--- src/rtl/vend_pkg.sv ---
// vend_pkg: shared currency widths, coin denominations and dispenser FSM states
package vend_pkg;
   localparam int CURRENCY_WIDTH = 7;
   localparam int NUM_DENOM = 5;
   localparam logic [CURRENCY_WIDTH-1:0] DENOMS [NUM_DENOM] = '{7'd50, 7'd20, 7'd10, 7'd5, 7'd1};
   typedef enum logic [1:0] {IDLE, SELECT, SEND, DONE} state_t;
endpackage

--- src/rtl/change_dispenser_if.sv ---
// change_dispenser_if: request, hopper handshake and status signals of the change dispenser
interface change_dispenser_if #(
   parameter int CURRENCY_WIDTH = vend_pkg::CURRENCY_WIDTH,
   parameter int NUM_DENOM = vend_pkg::NUM_DENOM
);
   logic change_req;
   logic [CURRENCY_WIDTH-1:0] change_amount;
   logic change_busy;
   logic [CURRENCY_WIDTH-1:0] coin_value;
   logic coin_valid;
   logic coin_ready;
   logic [NUM_DENOM-1:0] denom_empty;
   logic change_done;
   logic change_short;
   logic [CURRENCY_WIDTH-1:0] remaining;
   modport master (
      output change_req, change_amount, coin_ready, denom_empty,
      input change_busy, coin_value, coin_valid, change_done, change_short, remaining
   );
   modport slave (
      input change_req, change_amount, coin_ready, denom_empty,
      output change_busy, coin_value, coin_valid, change_done, change_short, remaining
   );
endinterface

--- src/rtl/denom_select.sv ---
// denom_select: priority pick of the largest stocked denomination not exceeding remaining
module denom_select #(
   parameter int CURRENCY_WIDTH = vend_pkg::CURRENCY_WIDTH,
   parameter int NUM_DENOM = vend_pkg::NUM_DENOM
) (
   input logic [CURRENCY_WIDTH-1:0] remaining,
   input logic [NUM_DENOM-1:0] denom_empty,
   output logic found,
   output logic [$clog2(NUM_DENOM)-1:0] index,
   output logic [CURRENCY_WIDTH-1:0] value
);
   localparam int IW = $clog2(NUM_DENOM);
   // scan smallest to largest so the largest eligible coin is the last one written
   always_comb begin
      found = 1'b0;
      index = '0;
      value = '0;
      for (int i = NUM_DENOM - 1; i >= 0; i--)
         if (!denom_empty[i] && CURRENCY_WIDTH'(vend_pkg::DENOMS[i]) <= remaining) begin
            found = 1'b1;
            index = IW'(i);
            value = CURRENCY_WIDTH'(vend_pkg::DENOMS[i]);
         end
   end
endmodule

--- src/rtl/change_dispenser.sv ---
// change_dispenser: pays out change_amount coin by coin to a hopper, largest stocked coin first
module change_dispenser #(
   parameter int CURRENCY_WIDTH = vend_pkg::CURRENCY_WIDTH,
   parameter int NUM_DENOM = vend_pkg::NUM_DENOM
) (
   input logic clk,
   input logic rst,
   change_dispenser_if.slave bus
);
   import vend_pkg::*;
   localparam int IW = $clog2(NUM_DENOM);
   state_t state, state_nx;
   logic found, xfer;
   logic [IW-1:0] sel_index;
   logic [CURRENCY_WIDTH-1:0] sel_value;
   assign xfer = bus.coin_valid && bus.coin_ready;
   assign bus.change_busy = state != IDLE;
   denom_select #(.CURRENCY_WIDTH(CURRENCY_WIDTH), .NUM_DENOM(NUM_DENOM)) u_select (
      .remaining(bus.remaining),
      .denom_empty(bus.denom_empty),
      .found(found),
      .index(sel_index),
      .value(sel_value)
   );
   // picked index and value must always name the same coin
   always_comb if (found) assert (CURRENCY_WIDTH'(DENOMS[sel_index]) == sel_value);
   // state register
   always_ff @(posedge clk or posedge rst)
      if (rst) state <= IDLE;
      else state <= state_nx;
   // next state: a transfer that empties remaining finishes, otherwise pick again
   always_comb begin
      state_nx = state;
      case (state)
         IDLE: if (bus.change_req) state_nx = bus.change_amount == '0 ? DONE : SELECT;
         SELECT: state_nx = found ? SEND : DONE;
         SEND: if (xfer) state_nx = bus.remaining == bus.coin_value ? DONE : SELECT;
         default: state_nx = IDLE;
      endcase
   end
   // registered coin offer, running balance and the completion pulse
   always_ff @(posedge clk or posedge rst)
      if (rst) begin
         bus.coin_valid <= 1'b0;
         bus.coin_value <= '0;
         bus.remaining <= '0;
         bus.change_done <= 1'b0;
         bus.change_short <= 1'b0;
      end else begin
         bus.change_done <= state == DONE;
         bus.change_short <= state == DONE && bus.remaining != '0;
         if (state == IDLE && bus.change_req) bus.remaining <= bus.change_amount;
         if (state == SELECT && found) begin
            bus.coin_value <= sel_value;
            bus.coin_valid <= 1'b1;
         end
         if (xfer) begin
            bus.remaining <= bus.remaining - bus.coin_value;
            bus.coin_valid <= 1'b0;
         end
      end
endmodule

--- src/flat_wrapper.sv ---
// flat-port wrapper written by rule: the top's interface ports become plain ports
module change_dispenser_flat import vend_pkg::*;
#(
   parameter int CURRENCY_WIDTH = vend_pkg::CURRENCY_WIDTH,
   parameter int NUM_DENOM = vend_pkg::NUM_DENOM
)
  (clk, rst, bus_change_req, bus_change_amount, bus_coin_ready, bus_denom_empty, bus_change_busy, bus_coin_value, bus_coin_valid, bus_change_done, bus_change_short, bus_remaining);
  change_dispenser_if #(.CURRENCY_WIDTH(CURRENCY_WIDTH), .NUM_DENOM(NUM_DENOM)) bus_i ();
  input logic clk;
  input logic rst;
  input wire logic [$bits(bus_i.change_req)-1:0] bus_change_req;
  input wire logic [$bits(bus_i.change_amount)-1:0] bus_change_amount;
  input wire logic [$bits(bus_i.coin_ready)-1:0] bus_coin_ready;
  input wire logic [$bits(bus_i.denom_empty)-1:0] bus_denom_empty;
  output wire logic [$bits(bus_i.change_busy)-1:0] bus_change_busy;
  output wire logic [$bits(bus_i.coin_value)-1:0] bus_coin_value;
  output wire logic [$bits(bus_i.coin_valid)-1:0] bus_coin_valid;
  output wire logic [$bits(bus_i.change_done)-1:0] bus_change_done;
  output wire logic [$bits(bus_i.change_short)-1:0] bus_change_short;
  output wire logic [$bits(bus_i.remaining)-1:0] bus_remaining;
  assign bus_i.change_req = bus_change_req;
  assign bus_i.change_amount = bus_change_amount;
  assign bus_i.coin_ready = bus_coin_ready;
  assign bus_i.denom_empty = bus_denom_empty;
  assign bus_change_busy = bus_i.change_busy;
  assign bus_coin_value = bus_i.coin_value;
  assign bus_coin_valid = bus_i.coin_valid;
  assign bus_change_done = bus_i.change_done;
  assign bus_change_short = bus_i.change_short;
  assign bus_remaining = bus_i.remaining;
  change_dispenser #(.CURRENCY_WIDTH(CURRENCY_WIDTH), .NUM_DENOM(NUM_DENOM)) u_core (.clk(clk), .rst(rst), .bus(bus_i));
endmodule
--- config.mk ---
export PLATFORM = sky130hd
export DESIGN_NAME = change_dispenser_flat
export DESIGN_NICKNAME = d
export VERILOG_FILES = /design/src/rtl/vend_pkg.sv /design/src/rtl/change_dispenser_if.sv /design/src/rtl/denom_select.sv /design/src/rtl/change_dispenser.sv /design/src/flat_wrapper.sv
export SDC_FILE = /design/constraint.sdc
export NUM_CORES = 1
export LEC_CHECK = 0
export CORE_MARGIN = 1
export CORE_UTILIZATION = 41
export DETAILED_ROUTE_END_ITERATION = 10
export PLACE_DENSITY = 0.69
export SLEW_MARGIN = 20
export SYNTH_ARGS = -nofsm -noshare
export SYNTH_HDL_FRONTEND = slang
export SYNTH_SLANG_ARGS = --single-unit
--- constraint.sdc ---
create_clock -name clk -period 3.7 [get_ports clk]
set_input_delay 0.555 -clock clk [delete_from_list [all_inputs] [get_ports clk]]
set_output_delay 0.555 -clock clk [all_outputs]
set_load 0.05 [all_outputs]
==> results_dict.tcl <==
set metrics [dict create \
    leakage_nw 0.687 \
    drive_gt1_frac 0.0805 \
    r2r_slack_ns 1.71 \
    tightest_slew_ns 0.733 \
    maxSlewViolCount 0 \
    rr_startpoint "u_core.bus.remaining[2]$_DFFE_PP0P_" \
    slew_headroom 0.511 \
    grt_max_degree 19 \
    core_area_sq_um 2850 \
    worstPathMaxFanout 9 \
    die_y_um 57.9 \
    fin_crit_ns 2.29 \
    comb_power_share 0.690 \
    async_reset_ff_frac 1.00 \
    start_util 0.449 \
    drtPass1Iterations 7 \
    max_cap_violations 0 \
    fmax_mhz 437 \
    portBuffers 32 \
    synth_edf_count 0 \
    yosysTopAreaCell "dfrtp_1" \
    vias 1195 \
    cts-resized-gates 0 \
    finalNonFillerCells 205 \
    rsz0062_at_grt "false" \
    synth_ff_type "dfrtp_1" \
    critPathBufInv 1 \
    ys_ff_latch 18 \
    nNetsFinal 199 \
    cp_top_family "buffers and inverters" \
    power_mw 1.73 \
    die_x_um 57.9 \
    intPower_uw 794 \
    tns_ns 0 \
    status "finished with violations" \
    violations "DRC" \
    cpPeakStageDelay_ns 0.87 \
    reg2reg_to "u_core.bus.remaining[6]$_DFFE_PP0P_" \
    critical_path_required_ns 3.14 \
    wirelength_um 3190 \
    fin_ws_ns 1.41 \
    drt_iter0_drc 44 \
    clk_path_buf_depth 2 \
    syn_inst 144 \
    post_cts_buffers 0 \
    syn2layout_area_growth_pct 27.5 \
    hold_path.class "reg2reg" \
    skew_ns 0.00686 \
    switching_share 0.541 \
    path_cells "clkdlybuf4s50_1" \
    cts_tree "built" \
    place_ws_ns 1.60 \
    holdPathEnd "u_core.bus.coin_valid$_DFFE_PP0P_" \
    endpoint_kind "output pin" \
    cts.sinks 18 \
    grt_pass1_wl_um 5350 \
    r2r_cells 6 \
    synth_area_sq_um 1280 \
    vdd_ir_drop_max_v 0.000490 \
    hold_ws_ns 0.529 \
    finalHoldViolCount 0 \
    routabilityCongestion 0.853 \
    ioPinCount 34 \
    synth_cell_type_count 47 \
    hold_path_depth 1 \
    min_from "u_core.bus.coin_valid$_DFFE_PP0P_" \
    power_switching_uw 937 \
    syn_nets 167 \
    first_global_vias 1152 \
    cts_root_buf "clkbuf_4" \
    worst_path_max_delay_cell "clkdlybuf4s50_1" \
    grt_overflow 0 \
    n_antenna_cell 0 \
    pwr-share-seq 0.253 \
    cts_max_level 1 \
    setup_viol 0 \
    cts.clk_slew.worst_paths_ns 0.11 \
    yosysMostFrequentCell "dfrtp_1" \
    rows 19 \
    synth_area_per_cell_sq_um 8.89 \
    critical_path_class "reg2out" \
    grt_use_total 0.211 \
    dp_cells 202 \
    power_density_nw_per_um2 1060 \
    synth_top_cell_area_share 0.352 \
    period_share 0.619 \
    pwr-share-clk 0.058 \
    synth_common_cells "dfrtp_1 (18), o21ai_0 (14), nand2_1 (13), inv_1 (11), nor2_1 (10)" \
    ant_nets 0 \
    ctsHoldBuffers 0 \
    routedWlPerCell_um 15.6 \
    drc 1 \
    hpwl_um 2450 \
    start_kind "register" \
    yosysSeqAreaShare 0.352 \
    cts_buffers 3 \
    ys_warn_count 0 \
    clk_latency_ns 0.29 \
    antenna_found_initial 0 \
    vias_per_cell 5.83 \
    dieArea_sq_um 3350 \
    synthTopCellsByArea "dfrtp_1 (35%), ha_1 (5.9%), o21ai_0 (5.5%)" \
    crit_arrival_ns 1.73 \
]
==> per-layer routing <==
layer  GRT usage  share of wire  up-vias  wire length, um
li1            -              -      587                -
met1       0.287           0.47      566             1510
met2       0.348           0.47       37             1490
met3      0.0357          0.049        5              158
met4      0.0612         0.0097        0               31
met5           0              0        -                0
==> how the worst max path moves through the flow <==
stage / endpoint / startpoint / cells past startpoint / slack (ns)
floorplan: u_core.bus.remaining[6]$_DFFE_PP0P_ / u_core.bus.remaining[2]$_DFFE_PP0P_ / 6 / 1.61
CTS: bus_remaining[2] / u_core.bus.remaining[2]$_DFFE_PP0P_ / 1 / 1.40
detailed placement: u_core.bus.coin_value[5]$_DFFE_PP0P_ / bus_denom_empty[0] / 5 / 1.60
finish: bus_remaining[2] / u_core.bus.remaining[2]$_DFFE_PP0P_ / 1 / 1.41
global placement: u_core.bus.coin_value[5]$_DFFE_PP0P_ / bus_denom_empty[0] / 5 / 1.58
global route: bus_remaining[2] / u_core.bus.remaining[2]$_DFFE_PP0P_ / 1 / 1.34
==> final cells by class <==
type | instances | area [sq um]
fillers | 286 | 1220
multi-input cells | 109 | 754
inverters | 12 | 45.0
repair buffers | 32 | 320
well taps | 31 | 38.8
clock buffers | 3 | 22.5
flip-flops and latches | 18 | 450
==> through the flow <==
stage / utilization / cell area [sq um]
final: 0.572 / 1630
after global routing: 0.572 / 1630
after CTS: 0.572 / 1630
after detailed placement: 0.564 / 1610
after global placement: 0.564 / 1610
after floorplan: - / 1280
==> placed cells by master (no fill, tap or decap), types with 2 or more instances in the layout <==
| cell type | instances |
|---|---|
| nor2_1 | 10 |
| a21oi_1 | 7 |
| mux2i_1 | 6 |
| dfrtp_1 | 18 |
| nor2b_1 | 3 |
| mux2_2 | 3 |
| o21ai_0 | 14 |
| inv_1 | 11 |
| nand4_1 | 2 |
| o21a_1 | 2 |
| o21ai_1 | 2 |
| a211oi_1 | 2 |
| clkbuf_4 | 3 |
| a211oi_2 | 2 |
| nand2b_1 | 3 |
| nand2_1 | 13 |
| a21o_1 | 2 |
| nor3_1 | 5 |
| nor4_1 | 3 |
| clkdlybuf4s50_1 | 32 |
| ha_1 | 6 |
==> cells by family after synthesis <==
family | share of synthesized area
AO/OA/AOI/OAI | 0.240
AND/OR/NAND/NOR | 0.183
flip-flops | 0.352
buffers and inverters | 0.0586
multiplexers | 0.0733
adder cells (fa/ha/maj) | 0.0831
other | 0.00293
XOR/XNOR | 0.00684
==> registers in the layout, summed over array words and instances (netlist names) <==
| register | count |
|---|---|
| u_core.bus.change_done | 1 |
| u_core.bus.change_short | 1 |
| u_core.bus.coin_valid | 1 |
| u_core.bus.coin_value | 6 |
| u_core.bus.remaining | 7 |
| u_core.state | 2 |
==> power groups by stage <==
| stage | Sequential [mW] | Clock [mW] | Combinational (mW) |
|---|---|---|---|
| after floorplan | 0.686 | 0 | 0.615 |
| after global placement | 0.434 | 0 | 1.18 |
| after detailed placement | 0.442 | 0 | 1.19 |
| after CTS | 0.438 | 0.103 | 1.19 |
| after global routing | 0.453 | 0.114 | 1.31 |
| final | 0.438 | 0.0996 | 1.19 |
Note: power is estimated with default switching activity, not from simulation.
